**config.mk**
```make
export PLATFORM = sky130hd
export DESIGN_NAME = arb_requester
export DESIGN_NICKNAME = d
export VERILOG_FILES = /design/src/rtl/arb_requester.sv
export SDC_FILE = /design/constraint.sdc
export NUM_CORES = 1
export LEC_CHECK = 0
export CAP_MARGIN = 5
export CORE_ASPECT_RATIO = 1.4
export CORE_MARGIN = 8
export CORE_UTILIZATION = 30
export DETAILED_ROUTE_END_ITERATION = 12
export PLACE_DENSITY_LB_ADDON = 0.12
export SETUP_SLACK_MARGIN = 0.15
export SYNTH_ARGS = -nofsm -noshare
export SYNTH_HDL_FRONTEND = slang
export SYNTH_SLANG_ARGS = --single-unit
```
**constraint.sdc**
```tcl
create_clock -name clk -period 2 [get_ports clk]
set_input_delay 0.6 -clock clk [delete_from_list [all_inputs] [get_ports clk]]
set_output_delay 0.6 -clock clk [all_outputs]
set_load 0.05 [all_outputs]
```
**src/rtl/arb_requester.sv**
```systemverilog
// Requester side of the 3-way priority arbiter: per-client FSMs turn jobs into held requests.
// Optional request-wait abort is enabled by defining ARB_REQ_TIMEOUT_EN.
module arb_requester #(
    parameter int unsigned N        = 3,
    parameter int unsigned LEN_W    = 4,
    parameter int unsigned MAX_WAIT = 16
) (
    input  logic               clk,
    input  logic               resetn,
    input  logic [N-1:0]       job_valid,
    input  logic [N*LEN_W-1:0] job_len,
    output logic [N-1:0]       job_ready,
    output logic [N-1:0]       r,
    input  logic [N-1:0]       g,
    output logic [N-1:0]       done,
    output logic [N-1:0]       timeout,
    output logic               grant_err
);

    typedef enum logic [1:0] {StIdle, StReq, StBusy, StGap} state_e;

    localparam logic [LEN_W-1:0] LenOne = LEN_W'(1);

    logic [N-1:0] busy;
    logic         grant_err_q, grant_err_d;

    for (genvar i = 0; i < N; i++) begin : g_client
        state_e           state_q, state_d;
        logic [LEN_W-1:0] cnt_q, cnt_d;
        logic [LEN_W-1:0] len_in;

        assign len_in = job_len[i*LEN_W +: LEN_W];

`ifdef ARB_REQ_TIMEOUT_EN
        localparam int unsigned WaitW = $clog2(MAX_WAIT + 1);
        localparam logic [WaitW-1:0] WaitLast = WaitW'(MAX_WAIT - 1);

        logic [WaitW-1:0] wait_q, wait_d;
        logic             to_q, to_d;

        always_comb begin
            state_d = state_q;
            cnt_d   = cnt_q;
            wait_d  = wait_q;
            to_d    = 1'b0;
            unique case (state_q)
                StIdle: begin
                    if (job_valid[i]) begin
                        state_d = StReq;
                        cnt_d   = (len_in == '0) ? LenOne : len_in;
                        wait_d  = '0;
                    end
                end
                StReq: begin
                    // A grant on the limit edge takes precedence over the abort.
                    if (g[i] && cnt_q != '0) begin
                        cnt_d   = cnt_q - LenOne;
                        state_d = (cnt_q == LenOne) ? StGap : StBusy;
                    end else if (wait_q == WaitLast) begin
                        state_d = StIdle;
                        to_d    = 1'b1;
                    end else begin
                        wait_d = wait_q + 1'b1;
                    end
                end
                StBusy: begin
                    if (g[i] && cnt_q != '0) begin
                        cnt_d   = cnt_q - LenOne;
                        state_d = (cnt_q == LenOne) ? StGap : StBusy;
                    end
                end
                StGap:   state_d = StIdle;
                default: state_d = StIdle;
            endcase
        end

        always_ff @(posedge clk or negedge resetn) begin
            if (!resetn) begin
                wait_q <= '0;
                to_q   <= 1'b0;
            end else begin
                wait_q <= wait_d;
                to_q   <= to_d;
            end
        end

        assign timeout[i] = to_q;
`else
        always_comb begin
            state_d = state_q;
            cnt_d   = cnt_q;
            unique case (state_q)
                StIdle: begin
                    if (job_valid[i]) begin
                        state_d = StReq;
                        cnt_d   = (len_in == '0) ? LenOne : len_in;
                    end
                end
                StReq, StBusy: begin
                    if (g[i] && cnt_q != '0) begin
                        cnt_d   = cnt_q - LenOne;
                        state_d = (cnt_q == LenOne) ? StGap : StBusy;
                    end
                end
                StGap:   state_d = StIdle;
                default: state_d = StIdle;
            endcase
        end

        assign timeout[i] = 1'b0;
`endif

        always_ff @(posedge clk or negedge resetn) begin
            if (!resetn) begin
                state_q <= StIdle;
                cnt_q   <= '0;
            end else begin
                state_q <= state_d;
                cnt_q   <= cnt_d;
            end
        end

        assign job_ready[i] = (state_q == StIdle);
        assign r[i]         = (state_q == StReq) || (state_q == StBusy);
        assign done[i]      = (state_q == StGap);
        assign busy[i]      = (state_q == StBusy);
    end

    // Multi-hot grant, grant without request, or grant withdrawn from a client mid-hold.
    assign grant_err_d = (|(g & (g - 1'b1))) | (|(g & ~r)) | (|(~g & busy));

    always_ff @(posedge clk or negedge resetn) begin
        if (!resetn) begin
            grant_err_q <= 1'b0;
        end else begin
            grant_err_q <= grant_err_d;
        end
    end

    assign grant_err = grant_err_q;

endmodule

```
==> After elaboration in Yosys (flattened, before gate mapping) <==
Index checks and enable logic that the tools add are counted.
{ "word_totals": {"mem_bits_ro": 0, "n_memories": 0, "latch_bits": 0, "out_inout_bits": 13, "regBits": 19, "ram_bits": 0, "wordCells": 90} }
{ "op_classes": {"reduce_logical": 30, "multipliers": 0, "shifts": 0, "div_mod_pow": 0, "bitwise": 7, "add_sub_neg": 4, "order_cmp": 0, "n_eq_ne": 18, "mux": 24} }
{ "ops": {"columns": ["cell", "n"], "rows": [
  ["two-way mux 4 bit", 9],
  ["one-hot mux 4 bit (2 select lines)", 3],
  ["one-hot mux 2 bit (3 select lines)", 3],
  ["== test 2 bit (second input constant)", 6],
  ["== test 4 x 1 -> 1 bit (second input constant)", 3],
  ["logical NOT 4 bit", 3],
  ["two-way mux 2 bit", 6],
  ["!= test 2 bit (second input constant)", 6],
  ["nonzero test 4 bit", 3],
  ["subtractor 4 x 1 -> 4 bit (second input constant)", 3],
  ["AND 3 bit", 3],
  ["AND reduction 3 bit", 3],
  ["OR reduction 3 bit", 3],
  ["== test 2 x 1 -> 1 bit (second input constant)", 3],
  ["logical NOT 2 bit", 3],
  ["NOT 3 bit", 2],
  ["AND reduction 2 bit", 3],
  ["nonzero test 2 bit", 3],
  ["OR reduction 2 bit", 3],
  ["logical AND 1 bit", 3],
  ["logical OR 1 bit", 3],
  ["two-way mux 1 bit", 3],
  ["subtractor 3 x 1 -> 3 bit (second input constant)", 1],
  ["bitwise OR 1 bit", 2]
]} }

==> Depth between registers and ports, before layout <==
{ "logic_depth": {"depth_word": 7, "depth_mapped": 8, "mapped_depth_nobuf": 6} }

==> Least setup slack after synthesis <==
No wires, ideal clock.
{ "synth_path": {"path_kind": "register to register", "startpoint": "register g_client[2].state_q[0]", "endpoint": "register g_client[2].cnt_q[3]", "path_stages_with_launch": 8, "t_arrival_ps": 1944, "path_slack_ps": -10, "path_buffers": 1, "cell_sequence": "dfrtp_1 -> inv_1 -> ha_1 -> buf_6 -> or4_1 -> nor3_1 -> a311o_1 -> and3_1"} }
{ "synth_between": {"word_cells_on_any_way": 9, "classes_between": "4 x eq/ne; 1 x mux; 4 x reduce/logical"} }
{ "synth_rtl": {"columns": ["element", "line", "source"], "rows": [
  ["start: declaration", "28", "state_e state_q, state_d;"],
  ["start signal: assignment", "115", "state_q <= StIdle;"],
  ["start signal: assignment", "118", "state_q <= state_d;"],
  ["logical NOT 2 bit (*)", null, null],
  ["named net job_ready[2]", "12", "output logic [N-1:0] job_ready,"],
  ["!= test 2 bit (no line) or nonzero test 2 bit (tied branches)", null, null],
  ["AND reduction 3 bit (no line)", null, null],
  ["end signal: assignment", "119", "cnt_q <= cnt_d;"],
  ["end: declaration", "29", "logic [LEN_W-1:0] cnt_q, cnt_d;"]
]} }
The timed path passes the listed nets; every way through them passes the cells marked *.
A chain may end at the register's enable or synchronous reset.

==> Final worst setup path <==
{ "layout_path": {"startpoint": "register g_client[2].state_q[0]", "endpoint": "output port done[2]"} }
{ "layout_between": {"elab_chain_len": 1} }
{ "layout_lines": {"columns": ["element", "line", "source"], "rows": [
  ["== test 2 bit", "125", "assign done[i] = (state_q == StGap);"],
  ["end: declaration", "15", "output logic [N-1:0] done,"]
]} }
No other way between the ends.

==> reports/metrics.yaml <==
synthFlopType: "dfrtp_1"
synth_area_um2: 1620
fin_setup_tns_ns: 0
critPathLaunchType: "register"
hold_viol: 0
drive_gt1_share_pct: 23.9
yosysMostFrequentCell: "inv_1"
coreArea_um2: 5200
final.min_clock_period_ns: 1.81
grt_max_degree: 20
place_congestion: 0.821
first_pass_iters: 6
grt_overflow: 0
drc: 0
cp-end-kind: "output pin"
max_freq_mhz: 554
cp.required_ns: 1.40
syn_to_final_growth_pct: 45.2
clock_skew_ns: 0.00946
dp_hpwl_um: 3600
clk_latency_ns: 0.26
setup_viol: 0
grt_pass1_vias: 1620
port_buffers: 29
ys_types: 51
cts_sinks: 19
antenna_found_initial: 0
routed_wl_um: 4540
outcome: "finished, final reports clean"
die_x_um: 78.2
hold_class: "register to register"
vias: 1633
yosysWarningCount: 0
synth_area_leaders: "dfrtp_1, ha_1, inv_1, nor2_1, nand3_1"
yosysTopAreaCell: "dfrtp_1"
synthTopCellsByCount: "inv_1, dfrtp_1, nor2_1, ha_1"
place_inst: 304
drtIter0Drc: 49
routedWlPerCell_um: 14.3
cts_tree: "built"
start_util_pct: 31.2
worstPathMaxFanout: 3
nets: 287
final_util_pct: 45.4
cpPeakStageDelay_ns: 0.40
netlist_instances: 196
ant_nets: 0
die-area_um2: 8060
crit_type: "register to output pin"
cts-root-buf: "clkbuf_8"
finalCritPeriodShare_pct: 90.3
synth_top_area_share_pct: 29.3
row_count: 31
ys_seq_elements: 19
viasPerCell: 5.15
drv_cap: 0
grt_pass1_wl_um: 7420
crit_buf_inv: 2
leakage_uw: 0.00108
seq_area_frac_synth_pct: 29.3
maxSlewViolCount: 0
crit_chain: "buf_4 -> ha_1 -> buf_12"
htree_num_levels: 1
finalNonFillerCells: 317
n_antenna_cell: 0
critical-path-top-delay-family: "flip-flops"
postSynth.asyncResetShare_pct: 100
power_density_nw_per_um2: 1950
fin_area_um2: 2360
rsz0062_at_grt: "true"
clkTransAtPathRegs_ns: 0.08
synth_edf_count: 0
vdd.ir_drop.worst_uv: 939
ios: 33
grt.total_usage_pct: 11.4
place_area_um2: 2190
numCtsBuffers: 3
worstPathArrival_ns: 1.21
synth.avg_cell_area_um2: 8.29
clockBufferDepth: 2
die_height_um: 103
cpMaxStageDelayCell: "dfrtp_1"
-- area by class of cell --
cell class | instances | area [µm²]
Fill cell | 526 | 2840
Multi-Input combinational cell | 146 | 1050
Timing Repair Buffer | 62 | 632
Sequential cell | 19 | 475
Tap cell | 66 | 82.6
Inverter | 20 | 75.1
Clock buffer | 3 | 41.3
Clock inverter | 1 | 5.00
-- through the flow --
step	hold WS (ns)	total power, µW	setup WS, ns
2_1_floorplan	0.304	2840	0.145
3_3_place_gp	0.511	3980	-0.0909
3_5_place_dp	0.506	3970	-0.122
4_1_cts	0.525	4510	0.154
5_1_grt	0.579	4950	0.146
6_report	0.521	4610	0.195
-- final timing paths --
check / from / to / cells after the start / slack [ns]
setup / recovery: g_client[2].state_q[0] / done[2] / 3 / 0.19
hold / removal: g_client[0].cnt_q[1] / g_client[0].cnt_q[1] / 1 / 0.52
setup reg to reg: g_client[2].state_q[1] / g_client[2].cnt_q[2] / 7 / 0.23
hold reg to reg: g_client[0].cnt_q[1] / g_client[0].cnt_q[1] / 1 / 0.52
max in group asynchronous: resetn / g_client[1].cnt_q[0] / 2 / 1.11
min in group asynchronous: resetn / g_client[2].cnt_q[2] / 2 / 0.68
-- repair_timing --
action | 4_1_cts | 5_1_grt
setup buffers | 5 | 4
pin swaps | 1 | 1
resized for setup | 5 | 7
endpoints found under the setup margin | 5 | 9
hold buffers | 0 | 0
endpoints found under the hold margin | 0 | 0
-- logic make-up after synthesis --
logic type	count (synthesis)	synth area share, %
AND/OR/NAND/NOR	74	25.0
AO/OA/AOI/OAI	53	23.3
buffers and inverters	33	9.94
flip-flops	19	29.3
adder cells (fa/ha/maj)	15	11.6
multiplexers	1	0.616
other	1	0.231
-- state kept, by name (all words and copies together), names as in the netlist --
register,count
g_client.cnt_q,12
g_client.state_q,6
grant_err,1
-- cells in the final DEF, fill, tap and decap left out, types with 4 or more instances in the layout --
cell type         n
ha_1             12
clkdlybuf4s50_1  18
nand3_1          10
buf_12            9
a31oi_1           5
a21oi_1           8
nor3_1            9
inv_1            18
o21ai_0           8
buf_4            33
o22ai_1           4
nor2_1           18
dfrtp_1          19
nand2_1          10
-- routing by layer --
metal	track usage [%]	vias up	part of all wire, %
met5	0	-	0
met4	5.15	0	2.6
met3	1.92	12	3.9
met2	21.5	36	55
met1	11.9	767	39
li1	-	818	-
-- power by group --
| part | switching [µW] | internal (µW) |
|---|---|---|
| clock network | 131 | 139 |
| logic | 1810 | 1740 |
| registers | 205 | 591 |
No activity file was read; power rests on OpenSTA's default activity.
